## src/rtl/mem_port_arbiter.sv

```systemverilog
// Arbitrates the single unified memory port between instruction fetch and the data stage.
// Optional memory-ack timeout is enabled by defining ARB_TIMEOUT_EN.
module mem_port_arbiter #(
    parameter int unsigned AW         = 32,
    parameter int unsigned DW         = 32,
    parameter int unsigned STARVE_MAX = 4,
    parameter int unsigned TIMEOUT    = 64
) (
    input  logic          clk,
    input  logic          resetn,
    input  logic          iIfReq,
    input  logic [AW-1:0] iIfAddr,
    output logic [DW-1:0] oIfRdata,
    output logic          oIfDone,
    input  logic          iDmReq,
    input  logic          iDmWr,
    input  logic [AW-1:0] iDmAddr,
    input  logic [DW-1:0] iDmWdata,
    output logic [DW-1:0] oDmRdata,
    output logic          oDmDone,
    output logic          oMemReq,
    output logic          oMemWr,
    output logic [AW-1:0] oMemAddr,
    output logic [DW-1:0] oMemWdata,
    input  logic [DW-1:0] iMemRdata,
    input  logic          iMemAck,
    output logic          oErr,
    output logic          oStall
);

    localparam int unsigned SW = 4;
    localparam int unsigned TW = $clog2(TIMEOUT + 1);
`ifdef ARB_TIMEOUT_EN
    localparam bit TO_EN = 1'b1;
`else
    localparam bit TO_EN = 1'b0;
`endif

    typedef enum logic [1:0] {IDLE, IF_BUSY, DM_BUSY} state_t;

    state_t        state_q, state_d;
    logic [SW-1:0] starve_q, starve_d;
    logic [TW-1:0] wait_q, wait_d;
    logic          mem_req_q, mem_req_d;
    logic          mem_wr_q, mem_wr_d;
    logic [AW-1:0] mem_addr_q, mem_addr_d;
    logic [DW-1:0] mem_wdata_q, mem_wdata_d;
    logic          if_done_q, if_done_d;
    logic          dm_done_q, dm_done_d;
    logic [DW-1:0] if_rdata_q, if_rdata_d;
    logic [DW-1:0] dm_rdata_q, dm_rdata_d;
    logic          err_q, err_d;
    logic          eff_if, eff_dm, timeout_hit;

    // Done masks stop a requester that still holds its request from being re-granted.
    assign eff_if      = iIfReq & ~if_done_q;
    assign eff_dm      = iDmReq & ~dm_done_q;
    assign timeout_hit = TO_EN && (wait_q == TW'(TIMEOUT - 1));

    always_comb begin
        state_d     = state_q;
        starve_d    = starve_q;
        wait_d      = wait_q;
        mem_req_d   = mem_req_q;
        mem_wr_d    = mem_wr_q;
        mem_addr_d  = mem_addr_q;
        mem_wdata_d = mem_wdata_q;
        if_done_d   = 1'b0;
        dm_done_d   = 1'b0;
        if_rdata_d  = '0;
        dm_rdata_d  = '0;
        err_d       = 1'b0;

        case (state_q)
            IDLE: begin
                wait_d = '0;
                if (eff_if && (eff_dm == 1'b0 || starve_q == SW'(STARVE_MAX))) begin
                    state_d     = IF_BUSY;
                    mem_req_d   = 1'b1;
                    mem_wr_d    = 1'b0;
                    mem_addr_d  = iIfAddr;
                    mem_wdata_d = '0;
                    starve_d    = '0;
                end else if (eff_dm) begin
                    state_d     = DM_BUSY;
                    mem_req_d   = 1'b1;
                    mem_wr_d    = iDmWr;
                    mem_addr_d  = iDmAddr;
                    mem_wdata_d = iDmWdata;
                    if (!eff_if) begin
                        starve_d = '0;
                    end else if (starve_q != SW'(STARVE_MAX)) begin
                        starve_d = starve_q + SW'(1);
                    end
                end else begin
                    starve_d = '0;
                end
            end
            IF_BUSY, DM_BUSY: begin
                if (iMemAck || timeout_hit) begin
                    state_d   = IDLE;
                    mem_req_d = 1'b0;
                    wait_d    = '0;
                    err_d     = ~iMemAck;
                    if (state_q == IF_BUSY) begin
                        if_done_d  = 1'b1;
                        if_rdata_d = iMemAck ? iMemRdata : '0;
                    end else begin
                        dm_done_d  = 1'b1;
                        dm_rdata_d = (iMemAck && !mem_wr_q) ? iMemRdata : '0;
                    end
                end else if (TO_EN) begin
                    wait_d = wait_q + TW'(1);
                end
            end
            default: state_d = IDLE;
        endcase
    end

    always_ff @(posedge clk or negedge resetn) begin
        if (!resetn) begin
            state_q     <= IDLE;
            starve_q    <= '0;
            wait_q      <= '0;
            mem_req_q   <= 1'b0;
            mem_wr_q    <= 1'b0;
            mem_addr_q  <= '0;
            mem_wdata_q <= '0;
            if_done_q   <= 1'b0;
            dm_done_q   <= 1'b0;
            if_rdata_q  <= '0;
            dm_rdata_q  <= '0;
            err_q       <= 1'b0;
        end else begin
            state_q     <= state_d;
            starve_q    <= starve_d;
            wait_q      <= wait_d;
            mem_req_q   <= mem_req_d;
            mem_wr_q    <= mem_wr_d;
            mem_addr_q  <= mem_addr_d;
            mem_wdata_q <= mem_wdata_d;
            if_done_q   <= if_done_d;
            dm_done_q   <= dm_done_d;
            if_rdata_q  <= if_rdata_d;
            dm_rdata_q  <= dm_rdata_d;
            err_q       <= err_d;
        end
    end

    assign oMemReq   = mem_req_q;
    assign oMemWr    = mem_wr_q;
    assign oMemAddr  = mem_addr_q;
    assign oMemWdata = mem_wdata_q;
    assign oIfDone   = if_done_q;
    assign oDmDone   = dm_done_q;
    assign oIfRdata  = if_rdata_q;
    assign oDmRdata  = dm_rdata_q;
    assign oErr      = err_q;
    // Held low in reset so every output reads 0 while resetn is asserted.
    assign oStall    = resetn & (eff_if | eff_dm | (state_q != IDLE));

endmodule
```

## config.mk

```make
export PLATFORM = sky130hd
export DESIGN_NAME = mem_port_arbiter
export DESIGN_NICKNAME = d
export VERILOG_FILES = /design/src/rtl/mem_port_arbiter.sv
export SDC_FILE = /design/constraint.sdc
export NUM_CORES = 1
export LEC_CHECK = 0
export CAP_MARGIN = 5
export CORE_ASPECT_RATIO = 2
export CORE_MARGIN = 1
export CORE_UTILIZATION = 36
export CTS_CLUSTER_SIZE = 25
export DETAILED_ROUTE_END_ITERATION = 7
export PLACE_DENSITY_LB_ADDON = 0.05
export SLEW_MARGIN = 20
export SYNTH_ARGS = -nofsm -noshare
export SYNTH_HDL_FRONTEND = slang
export SYNTH_SLANG_ARGS = --single-unit
```

## constraint.sdc

```tcl
create_clock -name clk -period 1.93 [get_ports clk]
set_clock_uncertainty 0.2 [all_clocks]
set_input_delay 0.193 -clock clk [delete_from_list [all_inputs] [get_ports clk]]
set_output_delay 0.193 -clock clk [all_outputs]
set_load 0.02 [all_outputs]
```

After elaboration in Yosys (flattened, before gate mapping)
Index checks and enable logic that the tools add are counted.
- bits in registers: 139
- bits of input ports: 134
- equality and inequality tests: 7
- reduce and logical (&&, ||, !) cells: 13
- bitwise operators: 9
- add/subtract/negate cells: 1
- muxes and demuxes: 33
- operators by type and width (operator ; number):
    32-bit 2-to-1 mux ; 11
    4-bit 2-to-1 mux ; 4
    1-bit 2-to-1 mux ; 13
    2-bit 2-to-1 mux ; 3
    2-bit AND reduction ; 3
    2-bit nonzero test ; 3
    4-bit by 1-bit adder with 4-bit output (second input constant) ; 1
    4-bit by 3-bit == test with 1-bit output (second input constant) ; 1
    4-bit by 2-bit inequality test with 1-bit output (second input constant) ; 1
    4-bit by 3-bit inequality test with 1-bit output (second input constant) ; 1
    1-bit NOT ; 4
    2-bit case mux with 2 select lines ; 1
    1-bit bitwise AND ; 3
    3-bit inequality test (second input constant) ; 1
    3-bit AND reduction ; 1
    2-bit by 1-bit == test with 1-bit output (second input constant) ; 1
    2-bit == test (second input constant) ; 1
    1-bit logical AND ; 2
    2-bit zero test ; 1
    2-bit inequality test (second input constant) ; 1
    1-bit OR ; 2
    1-bit case mux with 2 select lines ; 1
    2-bit OR reduction ; 1
    1-bit zero test ; 1
    1-bit logical OR ; 1

Depth between registers and ports, before layout
Gate-level depths: netlist of the first run.
- depth after elaboration: 7
- mapped depth: 7

Least setup slack after synthesis of the first run
No wires, ideal clock.
- kind: reg-to-reg
- from: reg starve_q[0]
- to: reg mem_addr_q[10], in the netlist oMemAddr[10]
- arrival time: 1.508 ns
- clock period less this slack: 1.834 ns
- path buffers: 2
- stages on the path, launching flop included: 8
- slack: 0.096 ns
- data required time: 1.604 ns
- cells stage by stage: dfrtp_1 inv_1 ha_1 nand3b_4 o21a_1 buf_4 buf_6 a221o_1
- word-level cells in the longest chain between the ends: 5
- RTL lines (element ; RTL line ; text):
    from (decl) ; 42 ; logic [SW-1:0] starve_q, starve_d;
    from (signal assigned) ; 136 ; starve_q <= starve_d;
    4-bit by 3-bit == test with 1-bit output * ; 77 ; if (eff_if && (eff_dm == 1'b0 || starve_q == SW'(STARVE_MAX))) begin
    1-bit logical OR * ; 77 ;
    1-bit logical AND * ; 77 ;
    2-bit nonzero test (no line) ; - ;
    2-bit AND reduction (no line) ; - ;
    to (signal assigned) ; 140 ; mem_addr_q <= mem_addr_d;
    to (decl) ; 46 ; logic [AW-1:0] mem_addr_q, mem_addr_d;
Mark *: on every way between the ends. The rest lies on a longest branch, timed or not.
A chain may end at the register's enable or synchronous reset.

Final worst setup path of the first run
- from: reg state_q[1]
- to: out oStall
- word-level cells in the longest chain between the ends: 3
- RTL lines (element ; RTL line ; text):
    from (decl) ; 41 ; state_t state_q, state_d;
    from (signal assigned) ; 135 ; state_q <= state_d;
    2-bit nonzero test ; 160 ; assign oStall = resetn & (eff_if | eff_dm | (state_q != IDLE));
    1-bit OR ; 160 ;
    1-bit bitwise AND ; 160 ;
    to (decl) ; 28 ; output logic oStall
No other way between the ends.

==> tab_implementation.tex, run 1 <==
\begin{tabular}{lr}
\hline
Metric & Value \\
\hline
\multicolumn{2}{l}{\textbf{Power}} \\
\quad Power after layout & 0.0136 W \\
\quad Power density relative to cell area & 1510 nW/um\^{}2 \\
\quad Max VDD drop & 0.000750 V \\
\quad Leakage power total & 3.96 nW \\
\multicolumn{2}{l}{\textbf{Finish}} \\
\quad Non-filler instance count after layout & 933 \\
\quad Fillers & 1,223 \\
\quad Layout area overhead & 68.1\% \\
\quad Count of nets after finishing & 868 \\
\quad \# diodes & 0 \\
\quad Ratio of cells with drive above 1 in the final layout & 0.0945 \\
\multicolumn{2}{l}{\textbf{Critical path}} \\
\quad Critical path buffers and inverters & 2 \\
\quad Maximum cell stage delay along the critical path & 0.37 ns \\
\quad Top Family by Delay on Critical Path & flip-flops \\
\quad Nature of the critical path endpoint & output port \\
\quad Setup CP Type & reg -> out \\
\quad Worst path cell trace & inv\_2 -> ha\_2 -> and3\_1 -> nor2b\_1 -> buf\_4 \\
\quad Critical Path Start Type & flop \\
\quad Crit path arrival time & 1.48 ns \\
\quad Worst Path Required & 1.54 ns \\
\quad Maximum net fanout on the critical path & 3 \\
\quad Cell with the largest stage delay on the worst path & sky130\_fd\_sc\_hd\_\_dfrtp\_1 \\
\multicolumn{2}{l}{\textbf{Routing}} \\
\quad Number of search-and-repair iterations in the first detailed-routing pass & 4 \\
\quad Routed wire length per instance & 17.7 um \\
\quad Per-cell via count in the routed design & 4.98 \\
\quad DRC & 0 \\
\quad Routed wire length & 16.5 mm \\
\quad Count of antenna-violating nets left after detailed routing & 0 \\
\quad First-iteration detailed-routing DRC count & 219 \\
\quad Total via count in the routed design & 4,645 \\
\multicolumn{2}{l}{\textbf{Place}} \\
\quad Half-perimeter wire length of the detailed placement result & 11.8 mm \\
\quad Inst Count DP & 899 \\
\quad Count of buffers from port buffering & 266 \\
\quad GP Congestion & 0.788 \\
\quad Post-placement setup slack & -0.158 ns \\
\multicolumn{2}{l}{\textbf{Logic synthesis}} \\
\quad Top\_reg\_cell synth & sky130\_fd\_sc\_hd\_\_dfrtp\_1 \\
\quad Post-synth EDFFs & 0 \\
\quad Post-synth top area share & 0.645 \\
\quad Largest area contributor in the netlist & sky130\_fd\_sc\_hd\_\_dfrtp\_1 \\
\quad Count of yosys warnings during synthesis & 0 \\
\quad Leading post-synthesis cells by cell area & sky130\_fd\_sc\_hd\_\_dfrtp\_1, sky130\_fd\_sc\_hd\_\_a221o\_1, sky130\_fd\_sc\_hd\_\_a22o\_1 \\
\quad Async S/R FF share, synth & 1.00 \\
\quad Count of state elements after synthesis & 138 \\
\quad Mean post-synth cell area & 11.8 sq um \\
\quad Total nets after synthesis & 594 \\
\quad Cell area after synthesis & 5350 sq um \\
\quad Unique cell type count in the Yosys netlist & 37 \\
\quad Sequential fraction of the synthesis area & 0.645 \\
\quad Cell count after synthesis & 454 \\
\multicolumn{2}{l}{\textbf{Clock tree}} \\
\quad Clock slew at the register clock pins of the worst setup and hold paths & 0.06 ns \\
\quad Clk\_lat worst skew & 0.41 ns \\
\quad CTS H-tree lvls & 4 \\
\quad Clock tree from TritonCTS & built \\
\quad Clock buffer depth & 2 \\
\quad CTS sink count & 138 \\
\quad Inserted Clock Buffers & 17 \\
\quad Clock root cell & sky130\_fd\_sc\_hd\_\_clkbuf\_16 \\
\multicolumn{2}{l}{\textbf{STA}} \\
\quad PnR worst setup slack & 0.0613 ns \\
\quad Max-slew violations & 0 \\
\quad Transition time of the tightest slew-check pin & 0.718 ns \\
\quad Fin. Hold Viols & 0 \\
\quad Fin crit share & 0.968 \\
\quad Setup Viol. Count Final & 0 \\
\quad Hold\_ws & 0.125 ns \\
\quad Slew Limit Headroom & 0.521 \\
\quad Fmax & 535 MHz \\
\quad Post-layout min period & 1.87 ns \\
\multicolumn{2}{l}{\textbf{Outcome}} \\
\quad Run status & finished, final reports clean \\
\multicolumn{2}{l}{\textbf{Die}} \\
\quad X dimension of the die & 88.2 um \\
\quad Initial cell density of the core & 0.371 \\
\quad Total core area & 14,400 sq um \\
\quad Die Footprint & 15,400 sq um \\
\quad Die H & 174 um \\
\quad Number of core rows & 62 \\
\quad Number of ports placed on the die boundary & 268 \\
\multicolumn{2}{l}{\textbf{Global routing}} \\
\quad Pin count of the biggest net entering global routing & 139 \\
\quad Initial antenna violation count & 0 \\
\quad First-pass GRT wire length & 25.8 mm \\
\quad Overall global routing resource usage & 0.223 \\
\quad Number of global-route vias before repair & 4,997 \\
\quad Leftover overflow at the end of global routing & 0 \\
\multicolumn{2}{l}{\textbf{Hold path}} \\
\quad Type of the worst min-delay path & in -> reg \\
\multicolumn{2}{l}{\textbf{Job}} \\
\quad Maximum Capacitance Violations & 0 \\
\hline
\end{tabular}
## routing by layer
metal  global-route usage  share of wire  vias to the layer above  wire (um)
li1                     -              -                     2149          -
met1                0.235           0.36                     2265       5970
met2                0.386           0.53                      194       8710
met3               0.0717          0.074                       37       1210
met4                0.110          0.037                        0        603
met5                    0              0                        -          0
## flip-flops by register name (all words and copies together), names as in the netlist, 2 cells and up
name	flops
oDmRdata	32
oIfRdata	32
oMemAddr	32
oMemWdata	32
starve_q	4
state_q	2
## worst reg2reg max path: stages, from the launching register on
cell	delay, ns
sky130_fd_sc_hd__dfrtp_1	0.41
sky130_fd_sc_hd__inv_2	0.08
sky130_fd_sc_hd__ha_2	0.20
sky130_fd_sc_hd__nand3b_4	0.10
sky130_fd_sc_hd__o21a_4	0.25
sky130_fd_sc_hd__buf_12	0.16
sky130_fd_sc_hd__a221o_1	0.31
## worst paths after layout
| kind | from | endpoint | slack (ns) | cells past startpoint |
|---|---|---|---|---|
| max in group asynchronous | resetn | oIfRdata[1] | 0.68 | 3 |
| min in group asynchronous | resetn | oDmRdata[28] | 0.35 | 3 |
| setup / recovery | state_q[1] | oStall | 0.06 | 5 |
| hold reg to reg | oMemWdata[25] | oMemWdata[25] | 0.30 | 1 |
| hold / removal | iMemRdata[21] | oDmRdata[21] | 0.12 | 3 |
| setup reg to reg | starve_q[0] | oMemAddr[20] | 0.11 | 6 |
## synth_stat cells, types with 2 or more instances
| library cell | n |
|---|---|
| sky130_fd_sc_hd__a211oi_1 | 32 |
| sky130_fd_sc_hd__buf_4 | 3 |
| sky130_fd_sc_hd__ha_1 | 6 |
| sky130_fd_sc_hd__nor2_1 | 64 |
| sky130_fd_sc_hd__dfrtp_1 | 138 |
| sky130_fd_sc_hd__buf_6 | 4 |
| sky130_fd_sc_hd__inv_1 | 8 |
| sky130_fd_sc_hd__nor2b_1 | 4 |
| sky130_fd_sc_hd__nand2b_1 | 2 |
| sky130_fd_sc_hd__buf_2 | 11 |
| sky130_fd_sc_hd__nor3b_1 | 2 |
| sky130_fd_sc_hd__clkbuf_1 | 20 |
| sky130_fd_sc_hd__a221o_1 | 32 |
| sky130_fd_sc_hd__buf_1 | 3 |
| sky130_fd_sc_hd__nand2_1 | 69 |
| sky130_fd_sc_hd__a22o_1 | 33 |
| sky130_fd_sc_hd__nand4_1 | 2 |
| sky130_fd_sc_hd__o32ai_1 | 2 |
## cell families (layout without fill, tap and decap cells)
logic type | Yosys count | after routing | share of synthesized area
fa+ha+maj | 6 | 6 | 0.0140
flops | 138 | 138 | 0.645
compound gates | 109 | 109 | 0.177
buf+inv | 49 | 336 | 0.0447
other cells | 1 | 1 | 0.000701
mux | 1 | 1 | 0.00187
simple gates | 150 | 150 | 0.117
## cell type report
| class | instances | area, sq um | share of cell area |
|---|---|---|---|
| multi-input combinational | 267 | 1690 | 0.188 |
| tap | 192 | 240 | 0.0267 |
| clock buffer | 23 | 488 | 0.0542 |
| clock inverter | 9 | 90.1 | 0.0100 |
| timing repair buffer | 296 | 3010 | 0.334 |
| inverter | 8 | 30.0 | 0.00334 |
| sequential | 138 | 3450 | 0.384 |
## report_power, final
part           leakage [nW]  switching (W)  internal, W
combinational          1.87        0.00316      0.00307
clock                 0.268        0.00122      0.00191
sequential             1.82       0.000466      0.00379
total                  3.96        0.00485      0.00877
## per-stage QoR
stage,TNS (ns),util,instance area (sq um)
2_1_floorplan,0,-,5350
3_3_place_gp,-6.17,0.580,8380
4_1_cts,0,0.621,8960
6_report,0,0.623,9000
5_1_grt,-0.00317,0.623,9000
3_5_place_dp,-6.15,0.580,8380
## cells in the final DEF (no fill, tap or decap), types with 5 or more instances in the layout
cell type / Yosys / final
sky130_fd_sc_hd__clkdlybuf4s50_1: 0 / 262
sky130_fd_sc_hd__clkbuf_16: 0 / 17
sky130_fd_sc_hd__inv_1: 8 / 6
sky130_fd_sc_hd__a211oi_1: 32 / 32
sky130_fd_sc_hd__clkinvlp_4: 0 / 5
sky130_fd_sc_hd__nand2_1: 69 / 69
sky130_fd_sc_hd__buf_12: 0 / 8
sky130_fd_sc_hd__nor2_1: 64 / 64
sky130_fd_sc_hd__a221o_1: 32 / 32
sky130_fd_sc_hd__buf_4: 3 / 19
sky130_fd_sc_hd__a22o_1: 33 / 33
sky130_fd_sc_hd__dfrtp_1: 138 / 138
## timing repair
| item | in CTS | in global routing |
|---|---|---|
| pin swaps | 0 | 1 |
| gates resized for setup | 5 | 10 |
| endpoints found under the hold margin | 138 | 0 |
| hold buffers | 1 | 0 |
| setup buffers | 0 | 1 |
| setup endpoints to repair | 1 | 64 |
Power figures use the tool's default switching activity.
==> inputs of run 2 (changes only) <==
- CAP_MARGIN: 5 -> default
- CORE_UTILIZATION: 36 -> 37
- CTS_BUF_LIST: default -> sky130_fd_sc_hd__clkbuf_4 sky130_fd_sc_hd__clkbuf_8
- CTS_CLUSTER_DIAMETER: default -> 30
==> run 2 against run 1 <==
  * Cell count fell by 0.43%
  * Die area decreased by 2.7%
  * Count of clock-buffer cells in the layout down 5
  * Hold slack worse by 0.034 ns
  * First-iteration DRC count shrank 13%
  * Maximum frequency fell by 1.5%
  * Sequential cell count is the same
  * Critical path type unchanged
  * Largest power group unchanged
  * Highest routed layer unchanged
==> tab_implementation.tex, run 2 (synthesis results as in run 1) <==
\begin{tabular}{lr}
\hline
Metric & Value \\
\hline
\multicolumn{2}{l}{\textbf{STA}} \\
\quad Max-slew violations & 0 (unchanged) \\
\quad Slew Limit Headroom & 0.499 (was 0.521) \\
\quad Fmax & 527 MHz (was 535 MHz) \\
\quad Fin. Hold Viols & 0 (unchanged) \\
\quad Setup Viol. Count Final & 0 (unchanged) \\
\quad Transition time of the tightest slew-check pin & 0.752 ns (was 0.718 ns) \\
\quad Unrepaired setup endpoints after global routing & false \\
\quad Fin crit share & 0.983 (was 0.968) \\
\quad Post-layout min period & 1.90 ns (was 1.87 ns) \\
\multicolumn{2}{l}{\textbf{Critical path}} \\
\quad Launching instance or port of the critical path & oMemReq (was state\_q[1]) \\
\quad Critical path buffers and inverters & 1 (was 2) \\
\quad Maximum cell stage delay along the critical path & 0.67 ns (was 0.37 ns) \\
\quad Cell with the largest stage delay on the worst path & sky130\_fd\_sc\_hd\_\_clkdlybuf4s50\_1 (was sky130\_fd\_sc\_hd\_\_dfrtp\_1) \\
\quad Nature of the critical path endpoint & output port (unchanged) \\
\quad Worst reg2reg startpoint & starve\_q[0] (unchanged) \\
\quad Worst path cell trace & clkdlybuf4s50\_1 (was inv\_2 -> ha\_2 -> and3\_1 -> nor2b\_1 -> buf\_4) \\
\quad Crit path arrival time & 1.50 ns (was 1.48 ns) \\
\quad Top Family by Delay on Critical Path & buffers and inverters (was flip-flops) \\
\quad Maximum net fanout on the critical path & 2 (was 3) \\
\quad Critical Path Start Type & flop (unchanged) \\
\quad Worst Path Required & 1.54 ns (about the same) \\
\quad Setup CP Type & reg -> out (unchanged) \\
\multicolumn{2}{l}{\textbf{Clock tree}} \\
\quad CTS H-tree lvls & 4 (unchanged) \\
\quad Inserted Clock Buffers & 17 (unchanged) \\
\quad CTS sink count & 138 (unchanged) \\
\quad Clock slew at the register clock pins of the worst setup and hold paths & 0.08 ns (was 0.06 ns) \\
\quad Clock buffer depth & 2 (unchanged) \\
\quad Clock tree from TritonCTS & built (unchanged) \\
\quad Clock root cell & sky130\_fd\_sc\_hd\_\_clkbuf\_8 (was sky130\_fd\_sc\_hd\_\_clkbuf\_16) \\
\quad Clk\_lat worst skew & 0.43 ns (was 0.41 ns) \\
\multicolumn{2}{l}{\textbf{Finish}} \\
\quad Layout area overhead & 63.9\% (was 68.1\%) \\
\quad Most common library cell in the layout ignoring fill and taps & sky130\_fd\_sc\_hd\_\_clkdlybuf4s50\_1 (unchanged) \\
\quad Ratio of cells with drive above 1 in the final layout & 0.0946 (was 0.0945) \\
\quad Commonest non-fill, non-tap cells in the layout & sky130\_fd\_sc\_hd\_\_clkdlybuf4s50\_1, sky130\_fd\_sc\_hd\_\_dfrtp\_1, sky130\_fd\_sc\_hd\_\_nand2\_1 (unchanged) \\
\quad Non-filler instance count after layout & 929 (was 933) \\
\quad \# diodes & 0 (unchanged) \\
\quad Count of nets after finishing & 867 (was 868) \\
\multicolumn{2}{l}{\textbf{Die}} \\
\quad Number of core rows & 61 (was 62) \\
\quad Die Footprint & 15,000 sq um (was 15,400 sq um) \\
\quad Initial cell density of the core & 0.381 (was 0.371) \\
\quad Total core area & 14,000 sq um (was 14,400 sq um) \\
\quad Number of ports placed on the die boundary & 268 (unchanged) \\
\quad Die H & 172 um (was 174 um) \\
\quad X dimension of the die & 87.0 um (was 88.2 um) \\
\multicolumn{2}{l}{\textbf{Power}} \\
\quad Power after layout & 0.0128 W (was 0.0136 W) \\
\quad Internal power summed over all cells & 0.00792 W (was 0.00877 W) \\
\quad Total net switching power & 0.00486 W (was 0.00485 W) \\
\quad Power density relative to cell area & 1460 nW/um\^{}2 (was 1510 nW/um\^{}2) \\
\quad Sequential share of power & 0.332 (was 0.313) \\
\quad Clock share of power & 0.181 (was 0.230) \\
\quad Max VDD drop & 0.000859 V (was 0.000750 V) \\
\quad Logic pwr share & 0.487 (was 0.457) \\
\quad Leakage power total & 3.88 nW (was 3.96 nW) \\
\quad Switching share of power & 0.380 (was 0.356) \\
\multicolumn{2}{l}{\textbf{Routing}} \\
\quad Per-cell via count in the routed design & 5.02 (was 4.98) \\
\quad Count of antenna-violating nets left after detailed routing & 0 (unchanged) \\
\quad First-iteration detailed-routing DRC count & 190 (was 219) \\
\quad Routed wire length & 16.3 mm (was 16.5 mm) \\
\quad Number of search-and-repair iterations in the first detailed-routing pass & 4 (unchanged) \\
\quad Total via count in the routed design & 4,662 (was 4,645) \\
\quad Routed wire length per instance & 17.6 um (was 17.7 um) \\
\quad DRC & 0 (unchanged) \\
\multicolumn{2}{l}{\textbf{Global routing}} \\
\quad Pin count of the biggest net entering global routing & 139 (unchanged) \\
\quad First-pass GRT wire length & 25.3 mm (was 25.8 mm) \\
\quad Initial antenna violation count & 0 (unchanged) \\
\quad Overall global routing resource usage & 0.223 (about the same) \\
\quad GR Util met2 & 0.386 (about the same) \\
\quad Leftover overflow at the end of global routing & 0 (unchanged) \\
\quad Grt met1 use & 0.242 (was 0.235) \\
\quad Number of global-route vias before repair & 5,069 (was 4,997) \\
\quad Global Route met3 Usage & 0.0706 (was 0.0717) \\
\quad Most heavily used metal layer in global routing & met2 (unchanged) \\
\multicolumn{2}{l}{\textbf{Place}} \\
\quad Count of buffers from port buffering & 266 (unchanged) \\
\quad Half-perimeter wire length of the detailed placement result & 11.5 mm (was 11.8 mm) \\
\quad Inst Count DP & 896 (was 899) \\
\quad GP Congestion & 0.820 (was 0.788) \\
\multicolumn{2}{l}{\textbf{Job}} \\
\quad Maximum Capacitance Violations & 0 (unchanged) \\
\multicolumn{2}{l}{\textbf{Hold path}} \\
\quad Startpoint of the worst hold path & iMemRdata[14] (was iMemRdata[21]) \\
\quad Type of the worst min-delay path & in -> reg (unchanged) \\
\multicolumn{2}{l}{\textbf{Outcome}} \\
\quad Run status & finished, final reports clean (unchanged) \\
\hline
\end{tabular}
[run 2: cell count changes in the layout (fill, tap and decap cells not counted), moves of 2 or more]
cell	delta
sky130_fd_sc_hd__clkbuf_1	-2
sky130_fd_sc_hd__clkbuf_16	-17
sky130_fd_sc_hd__clkbuf_8	+14
sky130_fd_sc_hd__clkinv_4	+2
sky130_fd_sc_hd__clkinvlp_4	-4
sky130_fd_sc_hd__ha_2	-2
sky130_fd_sc_hd__inv_6	+6
[run 2: layout make-up]
type	count	area, sq um
fillers	1196	5270
flip-flops and latches	138	3450
repair buffers	295	2980
multi-input cells	267	1690
clock buffers	18	248
well taps	189	236
clock inverters	14	135
inverters	8	30.0
[run 2: per-stage QoR]
step | hold WS, ns | TNS [ns] | utilization | setup WS [ns] | cell area (sq um)
detailed placement | 0.192 | -3.85 | 0.595 | -0.127 | 8350
global placement | 0.188 | -2.95 | 0.595 | -0.117 | 8350
CTS | 0.0616 | 0 | 0.623 | 0.00898 | 8750
global route | 0.0868 | 0 | 0.625 | 0.00137 | 8770
floorplan | -0.303 | 0 | - | 0.0957 | 5350
finish | 0.0901 | 0 | 0.625 | 0.0327 | 8770
[run 2: layer usage]
metal	part of all wire	vias up
met5	0	-
li1	-	2147
met1	0.37	2283
met3	0.074	34
met4	0.037	0
met2	0.52	198
[run 2: final timing paths]
kind,endpoint,slack (ns),cells past startpoint
hold reg to reg,oMemWdata[24],0.31,1
hold / removal,oIfRdata[14],0.09,3
setup / recovery,oMemReq,0.03,1
max in group asynchronous,oMemWr,0.74,3
setup reg to reg,oMemAddr[3],0.05,6
min in group asynchronous,oMemWdata[19],0.18,3
[run 2: power groups by stage]
stage	clock [W]	sequential, W	combinational (W)
2_1_floorplan	0	0.00532	0.00217
3_3_place_gp	0	0.00427	0.00612
3_5_place_dp	0	0.00430	0.00621
4_1_cts	0.00239	0.00424	0.00628
5_1_grt	0.00250	0.00434	0.00666
6_report	0.00231	0.00424	0.00623
[run 2: repair_timing]
item                                   CTS  global route
resized for setup                        8             7
setup buffers                            0             0
setup endpoints to repair               24            28
pin swaps                                1             0
hold buffers                             1             0
endpoints found under the hold margin  138             0
gates cloned                             0             0
==> inputs of run 3 (changes only) <==
- ABC_AREA: default -> 1
- CORE_UTILIZATION: 37 -> 39
- clock period: 1.93 -> 1.55 ns (I/O delays scaled with it)
==> run 3 against run 2 <==
  * The flow now finishes with violations (negative setup slack)
  * Hold slack got worse by 0.022 ns
  * Combinational power up 94%
  * Count of clock-buffer cells in the layout increased by 4
  * Core utilization increased by 10 points
  * Routed wire length up 30%
  * Synthesized area is 10% higher
  * Clock power is 39% higher
  * Global-route usage grew 4.0 points
  * First-iteration DRC count decreased by 0.53%
  * Final area rose by 23%
==> tab_implementation.tex, run 3 <==
\begin{tabular}{lr}
\hline
Metric & Value \\
\hline
\multicolumn{2}{l}{\textbf{Routing}} \\
\quad Count of antenna-violating nets left after detailed routing & 0 (unchanged) \\
\quad Routed wire length & 21.2 mm (was 16.3 mm) \\
\quad Total via count in the routed design & 5,541 (was 4,662) \\
\quad Per-cell via count in the routed design & 5.10 (was 5.02) \\
\quad Routed wire length per instance & 19.5 um (was 17.6 um) \\
\quad First-iteration detailed-routing DRC count & 189 (was 190) \\
\quad Number of search-and-repair iterations in the first detailed-routing pass & 4 (unchanged) \\
\quad DRC & 0 (unchanged) \\
\multicolumn{2}{l}{\textbf{Place}} \\
\quad Count of buffers from port buffering & 266 (unchanged) \\
\quad Half-perimeter wire length of the detailed placement result & 12.1 mm (was 11.5 mm) \\
\quad GP Congestion & 0.820 (about the same) \\
\quad Placement-stage cell area & 8920 sq um (was 8350 sq um) \\
\multicolumn{2}{l}{\textbf{Clock tree}} \\
\quad Clock tree from TritonCTS & built (unchanged) \\
\quad Clock buffer depth & 2 (unchanged) \\
\quad Clk\_lat worst skew & 0.44 ns (was 0.43 ns) \\
\quad Clock root cell & sky130\_fd\_sc\_hd\_\_clkbuf\_8 (unchanged) \\
\quad Inserted Clock Buffers & 17 (unchanged) \\
\quad Clock slew at the register clock pins of the worst setup and hold paths & 0.08 ns (about the same) \\
\quad CTS sink count & 138 (unchanged) \\
\quad CTS H-tree lvls & 4 (unchanged) \\
\multicolumn{2}{l}{\textbf{Global routing}} \\
\quad Initial antenna violation count & 0 (unchanged) \\
\quad Pin count of the biggest net entering global routing & 139 (unchanged) \\
\quad Number of global-route vias before repair & 5,890 (was 5,069) \\
\quad First-pass GRT wire length & 30.3 mm (was 25.3 mm) \\
\quad Leftover overflow at the end of global routing & 0 (unchanged) \\
\quad Overall global routing resource usage & 0.263 (was 0.223) \\
\multicolumn{2}{l}{\textbf{Power}} \\
\quad Power after layout & 0.0206 W (was 0.0128 W) \\
\quad Power density relative to cell area & 1910 nW/um\^{}2 (was 1460 nW/um\^{}2) \\
\quad Leakage power total & 5.37 nW (was 3.88 nW) \\
\quad Max VDD drop & 0.00135 V (was 0.000859 V) \\
\multicolumn{2}{l}{\textbf{STA}} \\
\quad Slew Limit Headroom & 0.508 (was 0.499) \\
\quad Max-slew violations & 0 (unchanged) \\
\quad Unrepaired setup endpoints after global routing & true (was false) \\
\quad Transition time of the tightest slew-check pin & 0.738 ns (was 0.752 ns) \\
\quad Post-layout min period & 1.80 ns \\
\quad Fin. Hold Viols & 0 (unchanged) \\
\quad Setup Viol. Count Final & 101 (was 0) \\
\quad PnR worst setup slack & -0.246 ns (was 0.0327 ns) \\
\quad Hold\_ws & 0.0683 ns (was 0.0901 ns) \\
\quad Fin crit share & 1.16 \\
\quad Fmax & 557 MHz \\
\quad Setup\_tns & -18.57 ns (was 0 ns) \\
\multicolumn{2}{l}{\textbf{Die}} \\
\quad Number of ports placed on the die boundary & 268 (unchanged) \\
\quad X dimension of the die & 88.9 um (was 87.0 um) \\
\quad Total core area & 14,800 sq um (was 14,000 sq um) \\
\quad Initial cell density of the core & 0.398 (was 0.381) \\
\quad Die Footprint & 15,600 sq um (was 15,000 sq um) \\
\quad Number of core rows & 63 (was 61) \\
\quad Die H & 176 um (was 172 um) \\
\multicolumn{2}{l}{\textbf{Critical path}} \\
\quad Setup CP Type & reg -> reg (was reg -> out) \\
\quad Crit path arrival time & 1.98 ns (was 1.50 ns) \\
\quad Critical Path Start Type & flop (unchanged) \\
\quad Nature of the critical path endpoint & flop (was output port) \\
\quad Worst Path Required & 1.73 ns (was 1.54 ns) \\
\quad Maximum net fanout on the critical path & 8 (was 2) \\
\multicolumn{2}{l}{\textbf{Logic synthesis}} \\
\quad Leading post-synthesis cells by cell area & sky130\_fd\_sc\_hd\_\_dfrtp\_1, sky130\_fd\_sc\_hd\_\_nand3\_1, sky130\_fd\_sc\_hd\_\_nand2\_1 (was sky130\_fd\_sc\_hd\_\_dfrtp\_1, sky130\_fd\_sc\_hd\_\_a221o\_1, sky130\_fd\_sc\_hd\_\_a22o\_1) \\
\quad Cell count after synthesis & 567 (was 454) \\
\quad Largest area contributor in the netlist & sky130\_fd\_sc\_hd\_\_dfrtp\_1 (unchanged) \\
\quad Unique cell type count in the Yosys netlist & 28 (was 37) \\
\quad Post-synth top area share & 0.586 (was 0.645) \\
\quad Cell area after synthesis & 5890 sq um (was 5350 sq um) \\
\quad Total nets after synthesis & 707 (was 594) \\
\quad Most common library cells after synthesis & sky130\_fd\_sc\_hd\_\_dfrtp\_1, sky130\_fd\_sc\_hd\_\_nand2\_1, sky130\_fd\_sc\_hd\_\_nand3\_1 (was sky130\_fd\_sc\_hd\_\_dfrtp\_1, sky130\_fd\_sc\_hd\_\_nand2\_1, sky130\_fd\_sc\_hd\_\_nor2\_1) \\
\quad Count leader, synth & sky130\_fd\_sc\_hd\_\_dfrtp\_1 (unchanged) \\
\quad Count of yosys warnings during synthesis & 0 (unchanged) \\
\quad Sequential fraction of the synthesis area & 0.586 (was 0.645) \\
\quad Count of state elements after synthesis & 138 (unchanged) \\
\quad Async S/R FF share, synth & 1.00 (unchanged) \\
\quad Mean post-synth cell area & 10.4 sq um (was 11.8 sq um) \\
\quad Post-synth EDFFs & 0 (unchanged) \\
\quad Top\_reg\_cell synth & sky130\_fd\_sc\_hd\_\_dfrtp\_1 (unchanged) \\
\multicolumn{2}{l}{\textbf{Hold path}} \\
\quad Type of the worst min-delay path & in -> reg (unchanged) \\
\multicolumn{2}{l}{\textbf{Finish}} \\
\quad Count of nets after finishing & 1,019 (was 867) \\
\quad Layout area overhead & 83.0\% (was 63.9\%) \\
\quad Ratio of cells with drive above 1 in the final layout & 0.372 (was 0.0946) \\
\quad Most common library cell in the layout ignoring fill and taps & sky130\_fd\_sc\_hd\_\_dfrtp\_1 (was sky130\_fd\_sc\_hd\_\_clkdlybuf4s50\_1) \\
\quad \# diodes & 0 (unchanged) \\
\quad Commonest non-fill, non-tap cells in the layout & sky130\_fd\_sc\_hd\_\_dfrtp\_1, sky130\_fd\_sc\_hd\_\_clkdlybuf4s50\_1, sky130\_fd\_sc\_hd\_\_dlygate4sd2\_1 (was sky130\_fd\_sc\_hd\_\_clkdlybuf4s50\_1, sky130\_fd\_sc\_hd\_\_dfrtp\_1, sky130\_fd\_sc\_hd\_\_nand2\_1) \\
\quad Post-route cell area & 10,800 sq um (was 8770 sq um) \\
\multicolumn{2}{l}{\textbf{Outcome}} \\
\quad Run status & complete, but fails checks (was finished, final reports clean) \\
\quad Failing checks & negative setup slack \\
\multicolumn{2}{l}{\textbf{Job}} \\
\quad Maximum Capacitance Violations & 0 (unchanged) \\
\hline
\end{tabular}
## run 3: cell families after synthesis
logic type | Yosys count | synth area share
simple gates | 319 | 0.300
flops | 138 | 0.586
buf+inv | 93 | 0.0881
compound gates | 8 | 0.00892
fa+ha+maj | 6 | 0.0127
xor+xnor | 2 | 0.00297
other cells | 1 | 0.000637
## run 3: path summary, 6_finish.rpt
check | cells after the start | slack, ns | from | end
min reg2reg | 2 | 0.27 | oMemWdata[19] | oMemWdata[19]
min in group asynchronous | 3 | 0.31 | resetn | oMemReq
max in group asynchronous | 3 | 0.33 | resetn | oIfDone
max reg2reg | 8 | -0.25 | state_q[0] | oMemAddr[11]
max | 8 | -0.25 | state_q[0] | oMemAddr[11]
min | 3 | 0.07 | iDmWdata[27] | oMemWdata[27]
## run 3: critical path: stages (launching register included)
cell and delay, ns:
sky130_fd_sc_hd__dfrtp_1 0.40, sky130_fd_sc_hd__inv_2 0.08, sky130_fd_sc_hd__ha_4 0.15, sky130_fd_sc_hd__buf_6 0.10, sky130_fd_sc_hd__a21boi_4 0.24, sky130_fd_sc_hd__buf_8 0.19, sky130_fd_sc_hd__clkbuf_16 0.18, sky130_fd_sc_hd__nand3_1 0.09
sky130_fd_sc_hd__nand3_1 0.09
## run 3: area by class of cell
class | count | area, sq um
flip-flops and latches | 138 | 3450
well taps | 195 | 244
fillers | 1137 | 4040
inverters | 47 | 176
clock inverters | 10 | 140
clock buffers | 22 | 297
multi-input cells | 336 | 2920
repair buffers | 339 | 3550
## run 3: per-layer routing
layer,track usage,vias up,share of wire
met4,0.113,0,0.033
met3,0.0592,47,0.059
met1,0.259,2752,0.33
met2,0.502,223,0.58
met5,0,-,0
li1,-,2519,-
## run 3: repair_timing
action	in CTS	in global routing
pin swaps	37	42
gates cloned	14	6
hold buffers	1	0
setup endpoints to repair	233	147
resized for setup	242	158
setup buffers	21	5
endpoints found under the hold margin	138	0
## run 3: where the power goes
group / switching, W / internal, W
registers: 0.000612 / 0.00472
clock network: 0.00142 / 0.00178
logic: 0.00667 / 0.00541
## run 3: per-stage QoR
step | std cells | utilization | worst slack, ns
2_1_floorplan | 567 | - | -0.146
3_3_place_gp | 1016 | 0.602 | -0.237
3_5_place_dp | 1016 | 0.602 | -0.310
4_1_cts | 1084 | 0.689 | -0.219
5_1_grt | 1087 | 0.727 | -0.299
6_report | 1087 | 0.727 | -0.246
